**src/rtl/miter_stim_sequencer_pkg.sv**
```systemverilog
// Shared types for the gold/gate miter stimulus sequencer.
// Sequencer FSM encoding is fixed at 2 bits so it can be probed directly on FPGA.
package miter_seq_pkg;

    typedef enum logic [1:0] {
        IDLE  = 2'd0,
        RUN   = 2'd1,
        DRAIN = 2'd2,
        DONE  = 2'd3
    } state_e;

endpackage

```
**src/rtl/miter_stim_sequencer_if.sv**
```systemverilog
// Control, stimulus and scoring bundle between a host/miter harness and the sequencer.
// master = host side (drives control and the gold/gate responses), slave = sequencer.
interface miter_stim_sequencer_if #(
    parameter int IN_W  = 2,
    parameter int OUT_W = 2,
    parameter int CNT_W = 16
);
    logic             start;
    logic             abort;
    logic             ack;
    logic [IN_W-1:0]  stim;
    logic [OUT_W-1:0] gold_out;
    logic [OUT_W-1:0] gate_out;
    logic [OUT_W-1:0] gold_care;
    logic             busy;
    logic             done;
    logic             pass;
    logic [CNT_W-1:0] mismatch_cnt;
    logic             first_fail_valid;
    logic [IN_W-1:0]  first_fail_vec;

    modport master (
        output start, abort, ack, gold_out, gate_out, gold_care,
        input  stim, busy, done, pass, mismatch_cnt, first_fail_valid, first_fail_vec
    );

    modport slave (
        input  start, abort, ack, gold_out, gate_out, gold_care,
        output stim, busy, done, pass, mismatch_cnt, first_fail_valid, first_fail_vec
    );
endinterface

```
**src/rtl/miter_stim_sequencer_cmp_pipe.sv**
```systemverilog
// Delay line that re-aligns each issued vector (and its valid) with the gold/gate
// responses DUT_LAT cycles later; collapses to plain wires when DUT_LAT is 0.
module miter_cmp_pipe #(
    parameter int IN_W    = 2,
    parameter int DUT_LAT = 0
) (
    input  logic            clk,
    input  logic            rst_n,
    input  logic            flush,
    input  logic            vld_in,
    input  logic [IN_W-1:0] vec_in,
    output logic            vld_out,
    output logic [IN_W-1:0] vec_out
);

    generate
        if (DUT_LAT == 0) begin : g_comb
            logic unused_ctrl;
            assign unused_ctrl = ^{clk, rst_n, flush};
            assign vld_out     = vld_in;
            assign vec_out     = vec_in;
        end else begin : g_pipe
            logic [DUT_LAT-1:0] vld_p;
            logic [IN_W-1:0]    vec_p [DUT_LAT];

            // Stage boundary: valid bits are flushed on abort so stale compares never retire.
            always_ff @(posedge clk or negedge rst_n) begin
                if (!rst_n) begin
                    vld_p <= '0;
                end else if (flush) begin
                    vld_p <= '0;
                end else begin
                    vld_p[0] <= vld_in;
                    for (int i = 1; i < DUT_LAT; i++) begin
                        vld_p[i] <= vld_p[i-1];
                    end
                end
            end

            always_ff @(posedge clk) begin
                vec_p[0] <= vec_in;
                for (int i = 1; i < DUT_LAT; i++) begin
                    vec_p[i] <= vec_p[i-1];
                end
            end

            assign vld_out = vld_p[DUT_LAT-1];
            assign vec_out = vec_p[DUT_LAT-1];
        end
    endgenerate

endmodule

```
**src/rtl/miter_stim_sequencer.sv**
```systemverilog
// Exhaustive stimulus sweep for a gold/gate miter pair: drives every input vector once,
// scores responses under the gold care mask and reports a pass/fail verdict by handshake.
module miter_stim_sequencer
    import miter_seq_pkg::*;
#(
    parameter int IN_W    = 2,
    parameter int OUT_W   = 2,
    parameter int DUT_LAT = 0,
    parameter int CNT_W   = 16
) (
    input  logic                   clk,
    input  logic                   rst_n,
    miter_stim_sequencer_if.slave  bus
);

    localparam int               DRAIN_W    = (DUT_LAT > 1) ? $clog2(DUT_LAT) : 1;
    localparam logic [DRAIN_W-1:0] DRAIN_LAST = DRAIN_W'((DUT_LAT > 0) ? DUT_LAT - 1 : 0);
    localparam logic [IN_W:0]    LAST_ISSUE = {1'b0, {IN_W{1'b1}}};
    localparam logic [CNT_W-1:0] CNT_MAX    = '1;

    function automatic logic vec_fails(input logic [OUT_W-1:0] gold,
                                       input logic [OUT_W-1:0] gate,
                                       input logic [OUT_W-1:0] care);
        return |((gold ^ gate) & care);
    endfunction

    function automatic logic [CNT_W-1:0] sat_inc(input logic [CNT_W-1:0] v);
        return (v == CNT_MAX) ? v : v + 1'b1;
    endfunction

    state_e             state_q, state_d;
    logic [IN_W:0]      issue_cnt_q;
    logic [IN_W-1:0]    stim_q;
    logic [DRAIN_W-1:0] drain_cnt_q;
    logic [CNT_W-1:0]   mis_cnt_q, mis_cnt_d;
    logic               ff_valid_q;
    logic [IN_W-1:0]    ff_vec_q;
    logic               pass_q;

    logic               start_sweep;
    logic               flush;
    logic               last_issue;
    logic               cmp_vld;
    logic [IN_W-1:0]    cmp_vec;
    logic               cmp_hit;

    assign last_issue = (state_q == RUN) && (issue_cnt_q == LAST_ISSUE);

    miter_cmp_pipe #(
        .IN_W    (IN_W),
        .DUT_LAT (DUT_LAT)
    ) u_cmp_pipe (
        .clk     (clk),
        .rst_n   (rst_n),
        .flush   (flush),
        .vld_in  (state_q == RUN),
        .vec_in  (stim_q),
        .vld_out (cmp_vld),
        .vec_out (cmp_vec)
    );

    assign cmp_hit   = cmp_vld && vec_fails(bus.gold_out, bus.gate_out, bus.gold_care);
    assign mis_cnt_d = cmp_hit ? sat_inc(mis_cnt_q) : mis_cnt_q;

    always_comb begin
        state_d     = state_q;
        start_sweep = 1'b0;
        flush       = 1'b0;
        case (state_q)
            IDLE: begin
                if (bus.start) begin
                    state_d     = RUN;
                    start_sweep = 1'b1;
                end
            end
            RUN: begin
                if (bus.abort) begin
                    state_d = IDLE;
                    flush   = 1'b1;
                end else if (last_issue) begin
                    state_d = (DUT_LAT > 0) ? DRAIN : DONE;
                end
            end
            DRAIN: begin
                if (bus.abort) begin
                    state_d = IDLE;
                    flush   = 1'b1;
                end else if (drain_cnt_q == DRAIN_LAST) begin
                    state_d = DONE;
                end
            end
            DONE: begin
                if (bus.ack) begin
                    state_d = IDLE;
                end
            end
            default: state_d = IDLE;
        endcase
    end

    always_ff @(posedge clk or negedge rst_n) begin
        if (!rst_n) begin
            state_q <= IDLE;
        end else begin
            state_q <= state_d;
        end
    end

    // Stage boundary: issue side (stim/counters) and score side (mismatch/first-fail/pass).
    always_ff @(posedge clk or negedge rst_n) begin
        if (!rst_n) begin
            issue_cnt_q <= '0;
            stim_q      <= '0;
            drain_cnt_q <= '0;
            mis_cnt_q   <= '0;
            ff_valid_q  <= 1'b0;
            ff_vec_q    <= '0;
            pass_q      <= 1'b0;
        end else if (start_sweep) begin
            issue_cnt_q <= '0;
            stim_q      <= '0;
            drain_cnt_q <= '0;
            mis_cnt_q   <= '0;
            ff_valid_q  <= 1'b0;
            ff_vec_q    <= '0;
            pass_q      <= 1'b0;
        end else begin
            if (state_q == RUN && !bus.abort) begin
                issue_cnt_q <= issue_cnt_q + 1'b1;
                // The final vector stays on the bus through DRAIN and DONE.
                if (!last_issue) begin
                    stim_q <= stim_q + 1'b1;
                end
            end
            if (state_q == DRAIN) begin
                drain_cnt_q <= drain_cnt_q + 1'b1;
            end
            mis_cnt_q <= mis_cnt_d;
            if (cmp_hit && !ff_valid_q) begin
                ff_valid_q <= 1'b1;
                ff_vec_q   <= cmp_vec;
            end
            // The last compare retires on the same edge that enters DONE, so use the next count.
            if (state_d == DONE && state_q != DONE) begin
                pass_q <= (mis_cnt_d == '0);
            end
        end
    end

    assign bus.stim             = stim_q;
    assign bus.busy             = (state_q == RUN) || (state_q == DRAIN);
    assign bus.done             = (state_q == DONE);
    assign bus.pass             = pass_q;
    assign bus.mismatch_cnt     = mis_cnt_q;
    assign bus.first_fail_valid = ff_valid_q;
    assign bus.first_fail_vec   = ff_vec_q;

endmodule

```
**src/flat_wrapper.sv**
```systemverilog
// flat-port wrapper written by rule: the top's interface ports become plain ports
module miter_stim_sequencer_flat import miter_seq_pkg::*;
#(
    parameter int IN_W    = 2,
    parameter int OUT_W   = 2,
    parameter int DUT_LAT = 0,
    parameter int CNT_W   = 16
)
  (clk, rst_n, bus_start, bus_abort, bus_ack, bus_gold_out, bus_gate_out, bus_gold_care, bus_stim, bus_busy, bus_done, bus_pass, bus_mismatch_cnt, bus_first_fail_valid, bus_first_fail_vec);
  miter_stim_sequencer_if #(.IN_W(IN_W), .OUT_W(OUT_W), .CNT_W(CNT_W)) bus_i ();
  input  logic clk;
  input  logic rst_n;
  input wire logic [$bits(bus_i.start)-1:0] bus_start;
  input wire logic [$bits(bus_i.abort)-1:0] bus_abort;
  input wire logic [$bits(bus_i.ack)-1:0] bus_ack;
  input wire logic [$bits(bus_i.gold_out)-1:0] bus_gold_out;
  input wire logic [$bits(bus_i.gate_out)-1:0] bus_gate_out;
  input wire logic [$bits(bus_i.gold_care)-1:0] bus_gold_care;
  output wire logic [$bits(bus_i.stim)-1:0] bus_stim;
  output wire logic [$bits(bus_i.busy)-1:0] bus_busy;
  output wire logic [$bits(bus_i.done)-1:0] bus_done;
  output wire logic [$bits(bus_i.pass)-1:0] bus_pass;
  output wire logic [$bits(bus_i.mismatch_cnt)-1:0] bus_mismatch_cnt;
  output wire logic [$bits(bus_i.first_fail_valid)-1:0] bus_first_fail_valid;
  output wire logic [$bits(bus_i.first_fail_vec)-1:0] bus_first_fail_vec;
  assign bus_i.start = bus_start;
  assign bus_i.abort = bus_abort;
  assign bus_i.ack = bus_ack;
  assign bus_i.gold_out = bus_gold_out;
  assign bus_i.gate_out = bus_gate_out;
  assign bus_i.gold_care = bus_gold_care;
  assign bus_stim = bus_i.stim;
  assign bus_busy = bus_i.busy;
  assign bus_done = bus_i.done;
  assign bus_pass = bus_i.pass;
  assign bus_mismatch_cnt = bus_i.mismatch_cnt;
  assign bus_first_fail_valid = bus_i.first_fail_valid;
  assign bus_first_fail_vec = bus_i.first_fail_vec;
  miter_stim_sequencer #(.IN_W(IN_W), .OUT_W(OUT_W), .DUT_LAT(DUT_LAT), .CNT_W(CNT_W)) u_core (.clk(clk), .rst_n(rst_n), .bus(bus_i));
endmodule
```
**config.mk**
```make
export PLATFORM = sky130hd
export DESIGN_NAME = miter_stim_sequencer_flat
export DESIGN_NICKNAME = d
export VERILOG_FILES = /design/src/rtl/miter_stim_sequencer_pkg.sv /design/src/rtl/miter_stim_sequencer_if.sv /design/src/rtl/miter_stim_sequencer_cmp_pipe.sv /design/src/rtl/miter_stim_sequencer.sv /design/src/flat_wrapper.sv
export SDC_FILE = /design/constraint.sdc
export NUM_CORES = 1
export LEC_CHECK = 0
export ABC_CLOCK_PERIOD_IN_PS = 3000
export BUFFER_PORTS_ARGS = -buffer_cell sky130_fd_sc_hd__buf_4
export CORE_MARGIN = 2
export CORE_UTILIZATION = 35
export DETAILED_ROUTE_END_ITERATION = 6
export GPL_TIMING_DRIVEN = 0
export SLEW_MARGIN = 25
export SYNTH_ARGS = -nofsm -noshare
export SYNTH_HDL_FRONTEND = slang
export SYNTH_HIERARCHICAL = 1
export SYNTH_SLANG_ARGS = --single-unit
```
**constraint.sdc**
```tcl
create_clock -name clk -period 3 [get_ports clk]
set_clock_uncertainty 0.1 [all_clocks]
set_input_delay 0.15 -clock clk [delete_from_list [all_inputs] [get_ports clk]]
set_output_delay 0.15 -clock clk [all_outputs]
set_load 0.1 [all_outputs]
```
==> After elaboration in Yosys (flattened, before gate mapping) <==
Cells that the tools add are included.
{ "classes": {"n_addsub": 4, "mul": 0, "div": 0, "n_lt_le_gt_ge": 0, "n_eq_ne": 8, "shift": 0, "n_mux": 25, "bitwise_logic": 2, "reduce_logical": 16} }
{ "ops": {"columns": ["cell", "count"], "rows": [
  ["two-way mux 16 bit", 3],
  ["two-way mux 2 bit", 11],
  ["adder 16 x 1 -> 16 bit, second input constant", 1],
  ["equality test 16 bit, second input constant", 1],
  ["logical NOT 16 bit", 1],
  ["two-way mux 1 bit", 8],
  ["one-hot mux 2 bit (4 select lines)", 1],
  ["nonzero test 2 bit", 4],
  ["equality test 2 bit, second input constant", 3],
  ["two-way mux 3 bit", 2],
  ["logical AND 1 bit", 5],
  ["adder 3 x 1 -> 3 bit, second input constant", 1],
  ["equality test 3 x 2 -> 1 bit, second input constant", 1],
  ["adder 2 x 1 -> 2 bit, second input constant", 1],
  ["bitwise AND 2 bit", 1],
  ["equality test 2 x 1 -> 1 bit, second input constant", 1],
  ["logical NOT 1 bit", 2],
  ["logical NOT 2 bit", 1],
  ["!= test 2 x 1 -> 1 bit, second input constant", 1],
  ["!= test 2 bit, second input constant", 1],
  ["AND reduction 2 bit", 1],
  ["OR reduction 2 bit", 1],
  ["XOR 2 bit", 1],
  ["adder 1 bit, second input constant", 1],
  ["logical OR 1 bit", 1]
]} }
{ "word_totals": {"ff_bits": 28, "latchBits": 0, "mem_bits_rw": 0, "rom_bits": 0, "input_bits": 11, "output_inout_bits": 24, "elab_cells": 63, "mem_count": 0} }

==> Depth between registers and ports, before layout <==
{ "logic_depth": {"depth_word": 9, "mapped_depth": 10, "ltp_nobuf": 8} }

==> Cells and area by module <==
The synthesis kept the hierarchy.
{ "modules_own_cells": {"columns": ["mod", "instances", "cells_per_inst", "area_per_inst_um2", "seq_area_each_um2"], "rows": [
  ["miter_stim_sequencer", 1, 205, 1841.8, 700.7],
  ["miter_cmp_pipe", 1, 3, 22.5, 0.0]
]} }

==> Least setup slack after synthesis <==
Ideal clock, no wire load.
{ "synth_timing": {"kind": "reg-to-reg", "from": "register u_core.mis_cnt_q[0] (netlist: u_core/bus.mismatch_cnt[0])", "to": "register u_core.pass_q (netlist: u_core/bus.pass)", "setup_ns": 0.092, "t_arrival_ns": 3.104, "t_required_ns": 2.808, "slack_ns": -0.296, "stages_incl_launch_ff": 9, "n_path_buf": 1, "synth_period_minus_slack_ns": 3.296, "path_cell_list": "dfrtp_1 ha_1 nand3_1 or4_4 buf_6 a311o_1 a221oi_2 o2111ai_1 o31ai_2"} }
{ "synth_between": {"elab_chain_cells": 6, "word_cells_on_any_way": 7, "cone_classes": "1 x add/sub; 1 x eq/ne; 4 x mux; 1 x reduce/logical"} }
{ "synth_lines": {"columns": ["element", "line_no", "source"], "rows": [
  ["from (decl)", "miter_stim_sequencer.sv:35", "logic [CNT_W-1:0] mis_cnt_q, mis_cnt_d;"],
  ["from (signal assigned)", "miter_stim_sequencer.sv:138", "mis_cnt_q <= mis_cnt_d;"],
  ["adder 16 x 1 -> 16 bit or equality test 16 bit (tied branches)", "miter_stim_sequencer.sv:28", "return (v == CNT_MAX) ? v : v + 1'b1;"],
  ["two-way mux 16 bit", "miter_stim_sequencer.sv:28", null],
  ["two-way mux 16 bit (*)", "miter_stim_sequencer.sv:63", "assign mis_cnt_d = cmp_hit ? sat_inc(mis_cnt_q) : mis_cnt_q;"],
  ["logical NOT 16 bit (*)", "miter_stim_sequencer.sv:145", "pass_q <= (mis_cnt_d == '0);"],
  ["two-way mux 1 bit (*)", "miter_stim_sequencer.sv:144", "if (state_d == DONE && state_q != DONE) begin"],
  ["two-way mux 1 bit (*)", "miter_stim_sequencer.sv:119", "end else if (start_sweep) begin"],
  ["to (signal assigned)", "miter_stim_sequencer.sv:145", null],
  ["to (decl)", "miter_stim_sequencer.sv:38", "logic pass_q;"]
]} }
Mark *: on every way between the ends. The rest lies on a longest branch, timed or not. The select of a mux whose other input is x is not followed.
A chain may end at the register's enable or synchronous reset.

==> Worst setup path in the final report <==
Same ends and word-level chain as after synthesis.

==> flow_metrics.env <==
export IMPL_grt_pass1_vias=1502
export IMPL_numClockSinks=28
export IMPL_yosys_warnings=6
export IMPL_firstDrtPassIters=4
export IMPL_io_buffers=34
export IMPL_required_ps=3090
export IMPL_syn_avg_cell_area_sq_um=8.98
export IMPL_crit_type="flop to flop"
export IMPL_worst_pin_slew_ps=494
export IMPL_final_min_clock_period_ps=2760
export IMPL_crit_path_start_kind="flop"
export IMPL_fmax_mhz=363
export IMPL_outcome="completed"
export IMPL_setup_viol=0
export IMPL_dp_cells=311
export IMPL_die_w_um=76.9
export IMPL_vias=1631
export IMPL_io_pins=35
export IMPL_postRouteAntennaNets=0
export IMPL_hold_ws_ps=80.6
export IMPL_maxCapViolations=0
export IMPL_syn_area_sq_mm=0.00186
export IMPL_post_route_period_util_pct=91.9
export IMPL_report_final_hold_viol_count=0
export IMPL_htreeDepth=1
export IMPL_final_nets=266
export IMPL_diodes=0
export IMPL_worstPathMaxFanout=10
export IMPL_final_cells=316
export IMPL_postCtsSetupBuffers=0
export IMPL_via_per_inst=5.16
export IMPL_cts_made_buffers=3
export IMPL_slowest_stage="or4_4"
export IMPL_clockRootBuffer="clkbuf_8"
export IMPL_ir_drop_mv=0.637
export IMPL_gp_congestion=0.813
export IMPL_end_kind="flop"
export IMPL_cts_reportedPaths_clkPinSlew_ps=100
export IMPL_max_clock_path_buffers=2
export IMPL_crit_path_cell_trace="ha_2, nand3_1, or4_4, buf_6, a311o_1, a221oi_2, o2111ai_1, o31ai_2"
export IMPL_areaGrowthSynthToFinish_pct=23.4
export IMPL_drt_first_iter_violations=91
export IMPL_ff_latch_area_sq_um=716
export IMPL_grt_usage_pct=14.8
export IMPL_cts_tree="built"
export IMPL_placedInstanceArea_sq_mm=0.00222
export IMPL_final_setup_tns_ps=0
export IMPL_p_per_area_mw_per_mm2=657
export IMPL_slowest_delay_ps=530
export IMPL_fp_dieArea_sq_mm=0.00591
export IMPL_fp_dieH_um=76.9
export IMPL_multi_input_comb_area_sq_mm=0.00106
export IMPL_drive_above_1_share_pct=28.5
export IMPL_start_util_pct=36.4
export IMPL_power_w=0.00151
export IMPL_slew_limit_headroom_pct=67.1
export IMPL_slew_violations=0
export IMPL_synthCells=207
export IMPL_grt_pass1_wl_um=7090
export IMPL_overflow=0
export IMPL_antenna_found_initial=0
export IMPL_syn_num_nets=226
export IMPL_grt_max_degree=29
export IMPL_wire_per_inst_um=13.3
export IMPL_clk_latency_ps=280
export IMPL_worst_hold_path_type="input port to flop"
export IMPL_critPathArrivalTime_ps=2850
export IMPL_hpwl_um=3110
export IMPL_drc=0
export IMPL_grt_setup_unrepaired="no"
export IMPL_p_leak_nw=0.978
export IMPL_finalInstanceArea_sq_mm=0.00229
export IMPL_drt_wl_total_um=4210
export IMPL_nFillCells=535
export IMPL_num_rows=26
export IMPL_coreArea_sq_mm=0.00511
[per-layer routing]
metal	GRT usage, %	wire [um]
met3	2.94	142
met1	20.8	2130
met5	0	0
met4	4.73	36
met2	22.9	1900
[state kept, by name (all words and copies together) (netlist names)]
signal,cells
u_core/drain_cnt_q,1
u_core/bus.stim,2
u_core/bus.first_fail_vec,2
u_core/state_q,2
u_core/bus.first_fail_valid,1
u_core/bus.mismatch_cnt,16
u_core/issue_cnt_q,3
u_core/bus.pass,1
[where the power goes]
group	internal (W)	switching [W]	total, W
Sequential	0.000440	0.0000713	0.000511
Clock	0.000118	0.000123	0.000241
Combinational	0.000209	0.000545	0.000754
Total	0.000766	0.000740	0.00151
[worst max-delay path, delay by kind of cell (launching register included)]
kind	cells	cell delay [ps]
AND/OR/NAND/NOR	2	670
buffers and inverters	1	160
flip-flops	1	470
AO/OA/AOI/OAI	4	980
adder cells (fa/ha/maj)	1	290
[layout by cell type (no fill, tap or decap), types with 7 or more instances in the layout]
master	instances
inv_1	8
ha_1	7
dfrtp_1	16
nand3_1	9
a21oi_1	8
nor3_1	7
dfrtp_2	12
xnor2_1	11
nand2_1	14
nor2_1	32
buf_4	37
[path summary, 6_finish.rpt]
| check | start | endpoint | slack [ps] | cells after the start |
|---|---|---|---|---|
| setup / recovery | u_core/bus.mismatch_cnt[0] | u_core/bus.pass | 240 | 8 |
| hold / removal | bus_start | u_core/state_q[1] | 80 | 3 |
| setup reg to reg | u_core/bus.mismatch_cnt[0] | u_core/bus.pass | 240 | 8 |
| hold reg to reg | u_core/drain_cnt_q | u_core/drain_cnt_q | 440 | 2 |
| max in group asynchronous | rst_n | u_core/bus.mismatch_cnt[11] | 2290 | 2 |
| min in group asynchronous | rst_n | u_core/state_q[1] | 210 | 2 |
[final cells by class]
cell class	count	area share [%]
multi-input combinational	158	46.4
clock buffer	4	2.40
timing repair buffer	35	11.6
tap	70	3.82
buffer	13	3.27
sequential	28	31.2
inverter	8	1.31
[stage by stage]
step / util [%] / setup slack (ps)
6_report: 44.9 / 243
5_1_grt: 44.9 / 61.4
4_1_cts: 44.7 / 55.7
3_5_place_dp: 43.4 / 88.7
3_3_place_gp: 43.4 / 86.3
2_1_floorplan: - / 16.9
[what timing repair did]
item                                    4_1_cts  5_1_grt
resized for setup                             0        5
hold buffers                                  1        0
endpoints found under the setup margin        0        1
endpoints found under the hold margin        28        0
(Power assumes the default switching activity.)
